[config.mk]
export PLATFORM = sky130hd
export DESIGN_NAME = rotary_quad_decoder
export DESIGN_NICKNAME = d
export VERILOG_FILES = /design/src/rtl/rotary_quad_decoder.sv
export SDC_FILE = /design/constraint.sdc
export NUM_CORES = 1
export LEC_CHECK = 0
export CORE_ASPECT_RATIO = 1.1
export CORE_MARGIN = 2
export CORE_UTILIZATION = 63
export CTS_BUF_LIST = sky130_fd_sc_hd__clkbuf_4
export DETAILED_ROUTE_END_ITERATION = 6
export HOLD_SLACK_MARGIN = 0.08
export PLACE_DENSITY = 0.82
export SLEW_MARGIN = 20
export SYNTH_ARGS = -nofsm -noshare
export SYNTH_HDL_FRONTEND = slang
export SYNTH_SLANG_ARGS = --single-unit
[constraint.sdc]
create_clock -name clk -period 1.7 [get_ports clk]
set_input_delay 0.17 -clock clk [delete_from_list [all_inputs] [get_ports clk]]
set_output_delay 0.17 -clock clk [all_outputs]
set_load 0.02 [all_outputs]
[src/rtl/rotary_quad_decoder.sv]
// Quadrature encoder front-end: 2-flop sync, per-channel debounce, detent decode; optional ROT_POS_EN adds a signed detent counter `pos`.
// Latency: step_pulse 2 cycles and rotation_event 3 cycles after the filtered pins reach 11; no backpressure (free-running strobes).
module rotary_quad_decoder #(
  parameter int unsigned DEBOUNCE_CYCLES = 16,
  parameter int unsigned POS_W           = 8
) (
  input  logic             clk,
  input  logic             rst_n,
  input  logic             rot_a,
  input  logic             rot_b,
  output logic             rotation_event,
  output logic             rotation_direction,
`ifdef ROT_POS_EN
  output logic [POS_W-1:0] pos,
`endif
  output logic             step_pulse
);

  localparam logic [15:0] DEB_LAST = 16'(DEBOUNCE_CYCLES - 1);

  if (DEBOUNCE_CYCLES < 1 || DEBOUNCE_CYCLES > 65535 || POS_W < 1) begin : g_bad_param
    $error("rotary_quad_decoder: DEBOUNCE_CYCLES must be 1..65535 and POS_W >= 1");
  end

  // Channel vectors: bit 1 = A, bit 0 = B.
  logic [1:0]  sync1_q, sync1_d;
  logic [1:0]  sync2_q, sync2_d;
  logic [1:0]  filt_q, filt_d;
  logic [15:0] cnt_q [2];
  logic [15:0] cnt_d [2];

  logic q1_q, q1_d;
  logic q1_dly_q, q1_dly_d;
  logic q2_q, q2_d;
  logic event_q, event_d;
  logic dir_q, dir_d;
  logic step_q, step_d;

  logic a_f, b_f;
  assign a_f = filt_q[1];
  assign b_f = filt_q[0];

  always_comb begin
    sync1_d = {rot_a, rot_b};
    sync2_d = sync1_q;
    filt_d  = filt_q;
    for (int i = 0; i < 2; i++) begin
      cnt_d[i] = '0;
      if (sync2_q[i] != filt_q[i]) begin
        if (cnt_q[i] == DEB_LAST) filt_d[i] = sync2_q[i];
        else                      cnt_d[i] = cnt_q[i] + 16'd1;
      end
    end
  end

  // q1 only moves on 11/00, so one step per 00->11 traversal; q2 remembers the last 01/10 seen.
  always_comb begin
    q1_d = q1_q;
    if (a_f && b_f)        q1_d = 1'b1;
    else if (!a_f && !b_f) q1_d = 1'b0;

    q2_d = q2_q;
    if (!a_f && b_f)      q2_d = 1'b1;
    else if (a_f && !b_f) q2_d = 1'b0;

    q1_dly_d = q1_q;
    step_d   = q1_q & ~q1_dly_q;
    dir_d    = step_d ? q2_q : dir_q;
    event_d  = q1_dly_q;
  end

  always_ff @(posedge clk or negedge rst_n) begin
    if (!rst_n) begin
      sync1_q  <= 2'b11;
      sync2_q  <= 2'b11;
      filt_q   <= 2'b11;
      cnt_q[0] <= '0;
      cnt_q[1] <= '0;
      q1_q     <= 1'b1;
      q1_dly_q <= 1'b1;
      q2_q     <= 1'b0;
      event_q  <= 1'b1;
      dir_q    <= 1'b0;
      step_q   <= 1'b0;
    end else begin
      sync1_q  <= sync1_d;
      sync2_q  <= sync2_d;
      filt_q   <= filt_d;
      cnt_q[0] <= cnt_d[0];
      cnt_q[1] <= cnt_d[1];
      q1_q     <= q1_d;
      q1_dly_q <= q1_dly_d;
      q2_q     <= q2_d;
      event_q  <= event_d;
      dir_q    <= dir_d;
      step_q   <= step_d;
    end
  end

  assign rotation_event     = event_q;
  assign rotation_direction = dir_q;
  assign step_pulse         = step_q;

`ifdef ROT_POS_EN
  logic [POS_W-1:0] pos_q, pos_d;

  always_comb begin
    pos_d = pos_q;
    if (step_q) pos_d = dir_q ? pos_q + POS_W'(1) : pos_q - POS_W'(1);
  end

  always_ff @(posedge clk or negedge rst_n) begin
    if (!rst_n) pos_q <= '0;
    else        pos_q <= pos_d;
  end

  assign pos = pos_q;
`endif

endmodule
==> flow_metrics.tcl, run 1 <==
set metrics [dict create \
    outcome "complete, but fails checks" \
    violations_in_the_final_reports "setup timing" \
    worst-endpoint-arrival_ps 1990 \
    fin_crit_sh 1.00 \
    pwr-share-clk 0.301 \
    leakage_nw 0.917 \
    placedCellCount 223 \
    floorplan.die_area_mm2 0.00370 \
    mappedNetlistNets 192 \
    drtPass1Iterations 4 \
    power_switching_w 0.000389 \
    numCtsBuffers 5 \
    worstSetupPathType "reg -> reg" \
    routedWlPerCell_um 16.5 \
    layout.core_utilization 0.726 \
    hold_class "in -> reg" \
    synth_largest_area_cell "sky130_fd_sc_hd__dfrtp_1" \
    root_buffer "sky130_fd_sc_hd__clkbuf_4" \
    clock_path_buffers 2 \
    drtAntennaViolNets 0 \
    relSlewSlack 0.644 \
    finish.instance_area_mm2 0.00223 \
    synth_cells 184 \
    fp.coreArea_mm2 0.00307 \
    final_hold_viol_count 0 \
    via_count_of_the_first_global_routing_pass 1401 \
    switching_share 0.235 \
    cts-htree-levels 2 \
    post_synth_num_cell_types 25 \
    num_vias 1373 \
    synth_largest_type_area_fraction 0.430 \
    max-cap-violations 0 \
    count_of_inserted_antenna_diode_cells 0 \
    report.power.total_w 0.00165 \
    timing.critical_path.required_ps 1990 \
    internal_power_w 0.00126 \
    max_freq_ghz 0.587 \
    fp-row-count 21 \
    comb_power_share 0.042 \
    cp-endpoint "filt_q[1]$_DFFE_PN1P_" \
    gpl.final_weighted_congestion 0.934 \
    syn-cell-area_mm2 0.00204 \
    clock_latency_ps 360 \
    cts_tree "yes" \
    worstReg2RegStart "cnt_q[11]$_DFF_PN0_" \
    drt_wl_total_mm 3.86 \
    power.density_mw_per_mm2 740 \
    area_growth_pct 9.65 \
    detailedPlacementHpwl_mm 2.49 \
    tightestPinTransition_ps 533 \
    syn_area_per_cell_um2 11.1 \
    detailed_place.area_mm2 0.00213 \
    grt_max_degree 45 \
    postSynthRegisterBits 44 \
    cts_sinks 44 \
    grt_antenna_before_repair 0 \
    reg_to_reg_slack_setup_ps -4 \
    grt_overflow 0 \
    crit_end_element "register" \
    layout_commonest_cell "sky130_fd_sc_hd__dfrtp_1" \
    worst_ir_drop_vdd_uv 814 \
    yosys_warnings 0 \
    final-max-slew-violation-count 0 \
    clkTransAtPathRegs_ps 120 \
    initialDrtViolationCount 102 \
    yosysSeqAreaShare 0.546 \
    place.port_buffers 6 \
    fin_ws_ps -3.51 \
    drt-vias-per-instance 5.87 \
    finClkSkew_ps 10.2 \
    r2r-end "filt_q[1]$_DFFE_PN1P_" \
    drc 0 \
    initial_utilization 0.662 \
    chipWidth_um 58.2 \
    timing.critical_path.from "cnt_q[11]$_DFF_PN0_" \
    drive_gt1_frac 0.190 \
    timing.hold.worst.start "rot_a" \
    timing.final.setup_violations 1 \
    power.sequential.fraction 0.657 \
    nets 207 \
    reg2regPathDepth 3 \
    die_y_extent_um 63.6 \
    netlist_top_cells_area "sky130_fd_sc_hd__dfrtp_1 43%, sky130_fd_sc_hd__dfstp_2 12%, sky130_fd_sc_hd__xnor2_1 11%" \
    pre_cts_ws_ps 57.6 \
    final_cell_count_without_fillers 234 \
    most-common-layout-cells "35 x sky130_fd_sc_hd__dfrtp_1, 34 x sky130_fd_sc_hd__nor2_1, 26 x sky130_fd_sc_hd__xnor2_1" \
    critical_path_peak_fanout 4 \
    worstSetupStartpointType "register" \
    shortest_period_the_worst_path_allows_ps 1700 \
    io-pin-count 7 \
    global_route.usage.total 0.227 \
    wire_length_of_the_first_global_routing_pass_mm 6.31 \
]
## flip-flops by register name, summed over array words and instances, names as in the netlist, 2 cells and up
name / count
cnt_q: 32
filt_q: 2
sync1_q: 2
sync2_q: 2
## what timing repair did
action / CTS / global route
buffers inserted: 0 / 1
hold buffers: 1 / 0
gates resized for setup: 0 / 5
endpoints found under the hold margin: 35 / 0
setup endpoints to repair: 0 / 31
## synthesized netlist by cell type (all sizes together)
cell / n
nand4b: 1
nand2: 7
xor2: 4
nand4: 12
nor2: 36
nor3: 9
dfrtp: 35
ha: 4
xnor2: 26
nor4: 13
inv: 8
nand3: 8
dfstp: 9
nor2b: 1
buf: 3
mux2: 5
and3: 3
## through the flow
| step | TNS, ps | hold slack [ps] |
|---|---|---|
| global placement | 0 | 256 |
| detailed placement | 0 | 275 |
| CTS | 0 | 206 |
| global route | -14.2 | 209 |
| finish | -3.51 | 218 |
| floorplan | 0 | -126 |
## worst min-delay path by stage
stage,to,slack (ps),depth (start not counted)
2_1_floorplan,cnt_q[0]$_DFF_PN0_,-130,0
3_3_place_gp,step_pulse$_DFF_PN0_,260,2
3_5_place_dp,step_pulse$_DFF_PN0_,270,2
4_1_cts,sync1_q[0]$_DFF_PN1_,210,1
5_1_grt,sync1_q[0]$_DFF_PN1_,210,1
6_report,sync1_q[1]$_DFF_PN1_,220,1
## logic make-up after synthesis
logic type | share of synthesized area
flip-flops | 0.546
XOR/XNOR | 0.129
adder cells (fa/ha/maj) | 0.0246
AND/OR/NAND/NOR | 0.248
buffers and inverters | 0.0246
multiplexers | 0.0277
## final cells by class
cell class / count / area [um2]
clock buffers: 6 / 45.0
inverters: 8 / 30.0
well taps: 34 / 42.5
repair buffers: 10 / 90.1
flip-flops and latches: 44 / 1110
fillers: 217 / 842
multi-input cells: 130 / 901
clock inverters: 2 / 11.3
## power groups by stage
stage,logic (W),registers [W],clock network [W]
global placement,0.0000607,0.00110,0
finish,0.0000691,0.00109,0.000497
floorplan,0.0000317,0.00110,0
detailed placement,0.0000634,0.00111,0
CTS,0.0000658,0.00109,0.000507
global route,0.0000807,0.00109,0.000555
## routing by layer
metal	global-route usage	part of all wire
met1	0.273	0.40
met2	0.378	0.52
met3	0.0554	0.040
met4	0.105	0.038
met5	0	0
## worst max-delay path, stage by stage, from the launching register on
cell and delay, ps:
sky130_fd_sc_hd__dfrtp_1 450, sky130_fd_sc_hd__nor4_1 510, sky130_fd_sc_hd__nand4b_1 300, sky130_fd_sc_hd__mux2_1 380
No activity file was read; power rests on OpenSTA's default activity.
==> inputs of run 2 (changes only) <==
--- a/config.mk
+++ b/config.mk
@@ -5,7 +5,7 @@
 export SDC_FILE = /design/constraint.sdc
 export NUM_CORES = 1
 export LEC_CHECK = 0
-export CORE_ASPECT_RATIO = 1.1
+export CORE_ASPECT_RATIO = 1.25
 export CORE_MARGIN = 2
 export CORE_UTILIZATION = 63
 export CTS_BUF_LIST = sky130_fd_sc_hd__clkbuf_4
==> run 2 against run 1 <==
Effect of this change:
- the flow now finishes without violations
- die area about the same
- via count is 4.3% higher
- largest cell class unchanged
- sequential power is essentially flat
- worst setup slack improved by 77 ps
- critical endpoint is now filt_q[0]$_DFFE_PN1P_
- hold slack lost 2.3 ps
- clock power is 5.4% lower
- clock skew down 5.4 ps
==> flow_metrics.tcl, run 2 (synthesis gave the netlist of run 1 again) <==
set metrics [dict create \
    outcome "completed" \
    grt_max_degree 45 \
    timing.critical_path.required_ps 1990 \
    max-cap-violations 0 \
    drc 0 \
    worst-endpoint-arrival_ps 1910 \
    gpl.final_weighted_congestion 0.865 \
    grtUsageMet2 0.433 \
    setup_tns_ps 0 \
    cpLargestDelayFamily "simple AND/OR/NAND/NOR gates" \
    layout.filler_cells 221 \
    via_count_of_the_first_global_routing_pass 1378 \
    chipWidth_um 54.8 \
    num_vias 1432 \
    relSlewSlack 0.645 \
    root_buffer "sky130_fd_sc_hd__clkbuf_4" \
    global_route.usage.total 0.240 \
    critical_path_buf_inv_count 0 \
    fin_crit_sh 0.957 \
    most-common-layout-cells "34 x sky130_fd_sc_hd__nor2_1, 34 x sky130_fd_sc_hd__dfrtp_1, 26 x sky130_fd_sc_hd__xnor2_1" \
    grt_overflow 0 \
    final_hold_viol_count 0 \
    cts_tree "yes" \
    grtUsageMet3 0.0664 \
    detailedPlacementHpwl_mm 2.60 \
    timing.final.setup_violations 0 \
    drive_gt1_frac 0.203 \
    crit_end_element "register" \
    final_hold_slack_ps 216 \
    critical_path_peak_fanout 4 \
    die_y_extent_um 67.6 \
    detailed_place.area_mm2 0.00214 \
    worst_path_largest_cell_delay_ps 470 \
    io-pin-count 7 \
    drtPass1Iterations 4 \
    timing.critical_path.cells "nor4_1 -> nand4_1 -> mux2_2" \
    leakage_nw 0.928 \
    floorplan.die_area_mm2 0.00371 \
    count_of_inserted_antenna_diode_cells 0 \
    tightestPinTransition_ps 531 \
    cp_slowest_cell "sky130_fd_sc_hd__dfrtp_1" \
    nets 209 \
    worstSetupPathType "reg -> reg" \
    hold_class "in -> reg" \
    routedWlPerCell_um 15.8 \
    cts_sinks 44 \
    initial_utilization 0.649 \
    finClkSkew_ps 4.82 \
    cts-htree-levels 2 \
    clkTransAtPathRegs_ps 120 \
    final-max-slew-violation-count 0 \
    drt_wl_total_mm 3.78 \
    grt_antenna_before_repair 0 \
    max_freq_ghz 0.615 \
    met1_usage 0.247 \
    finish.instance_area_mm2 0.00224 \
    initialDrtViolationCount 31 \
    area_growth_pct 10.2 \
    fp.coreArea_mm2 0.00314 \
    worstSetupStartpointType "register" \
    clock_path_buffers 2 \
    clock_latency_ps 350 \
    power.density_mw_per_mm2 727 \
    numCtsBuffers 5 \
    place.port_buffers 6 \
    top_register "cnt_q" \
    wire_length_of_the_first_global_routing_pass_mm 6.07 \
    drt-vias-per-instance 5.99 \
    worst_ir_drop_vdd_uv 775 \
    globalRoute.busiestLayer "met2" \
    largest_register_ff_count 32 \
    fp-row-count 23 \
    drtAntennaViolNets 0 \
    shortest_period_the_worst_path_allows_ps 1630 \
]
run 2: changes by cell type in the layout (fill, tap and decap cells not counted):
| cell | previous run | this run |
|---|---|---|
| sky130_fd_sc_hd__buf_4 | 3 | 5 |
| sky130_fd_sc_hd__clkbuf_4 | 6 | 5 |
| sky130_fd_sc_hd__clkinv_2 | 0 | 2 |
| sky130_fd_sc_hd__clkinvlp_4 | 1 | 0 |
| sky130_fd_sc_hd__dfrtp_1 | 35 | 34 |
| sky130_fd_sc_hd__dfrtp_2 | 0 | 1 |
| sky130_fd_sc_hd__ha_1 | 4 | 3 |
| sky130_fd_sc_hd__ha_2 | 0 | 1 |
| sky130_fd_sc_hd__nor4_1 | 8 | 9 |
| sky130_fd_sc_hd__nor4_2 | 5 | 4 |
run 2: timing repair:
item,CTS,global route
hold endpoints to repair,35,0
gates resized for setup,0,6
hold buffers,1,0
buffers inserted,0,2
endpoints found under the setup margin,0,31
run 2: cell type report:
| cell class | count | area [um2] | share of cell area |
|---|---|---|---|
| Timing Repair Buffer | 12 | 105 | 0.0468 |
| Tap cell | 37 | 46.3 | 0.0206 |
| Multi-Input combinational cell | 130 | 897 | 0.400 |
| Inverter | 8 | 30.0 | 0.0134 |
| Sequential cell | 44 | 1110 | 0.496 |
| Clock buffer | 5 | 37.5 | 0.0167 |
| Clock inverter | 3 | 13.8 | 0.00613 |
run 2: per-stage QoR:
step,setup slack [ps],std cells,util,total power (W)
final,73.6,239,0.715,0.00163
after global routing,-5.63,239,0.715,0.00172
after CTS,3.96,236,0.702,0.00164
after detailed placement,14.7,227,0.682,0.00117
after global placement,87.3,227,0.682,0.00116
after floorplan,264,184,-,0.00113
run 2: metal layers:
layer / part of all wire / vias to the layer above
met3: 0.038 / 10
met2: 0.55 / 47
li1: - / 671
met4: 0.030 / 0
met5: 0 / -
met1: 0.38 / 704
run 2: report_power, final:
group	internal, W	switching [W]
logic	0.0000283	0.0000482
clock network	0.000152	0.000318
registers	0.00107	0.0000179
total	0.00125	0.000384
run 2: worst paths after layout:
check                                          start                    end  slack, ps  cells after the start
worst min register to register  sync1_q[1]$_DFF_PN1_   sync2_q[1]$_DFF_PN1_        370                      0
min in group asynchronous                      rst_n    cnt_q[19]$_DFF_PN0_        410                      3
max in group asynchronous                      rst_n    cnt_q[16]$_DFF_PN0_        910                      3
worst max register to register   cnt_q[28]$_DFF_PN0_  filt_q[0]$_DFFE_PN1P_         70                      3
worst min-delay path                           rot_a   sync1_q[1]$_DFF_PN1_        220                      1
worst max-delay path             cnt_q[28]$_DFF_PN0_  filt_q[0]$_DFFE_PN1P_         70                      3
run 2: worst reg2reg max path, cell delays in order (launching register included):
cell,delay [ps]
sky130_fd_sc_hd__dfrtp_1,470
sky130_fd_sc_hd__nor4_1,350
sky130_fd_sc_hd__nand4_1,370
sky130_fd_sc_hd__mux2_2,380
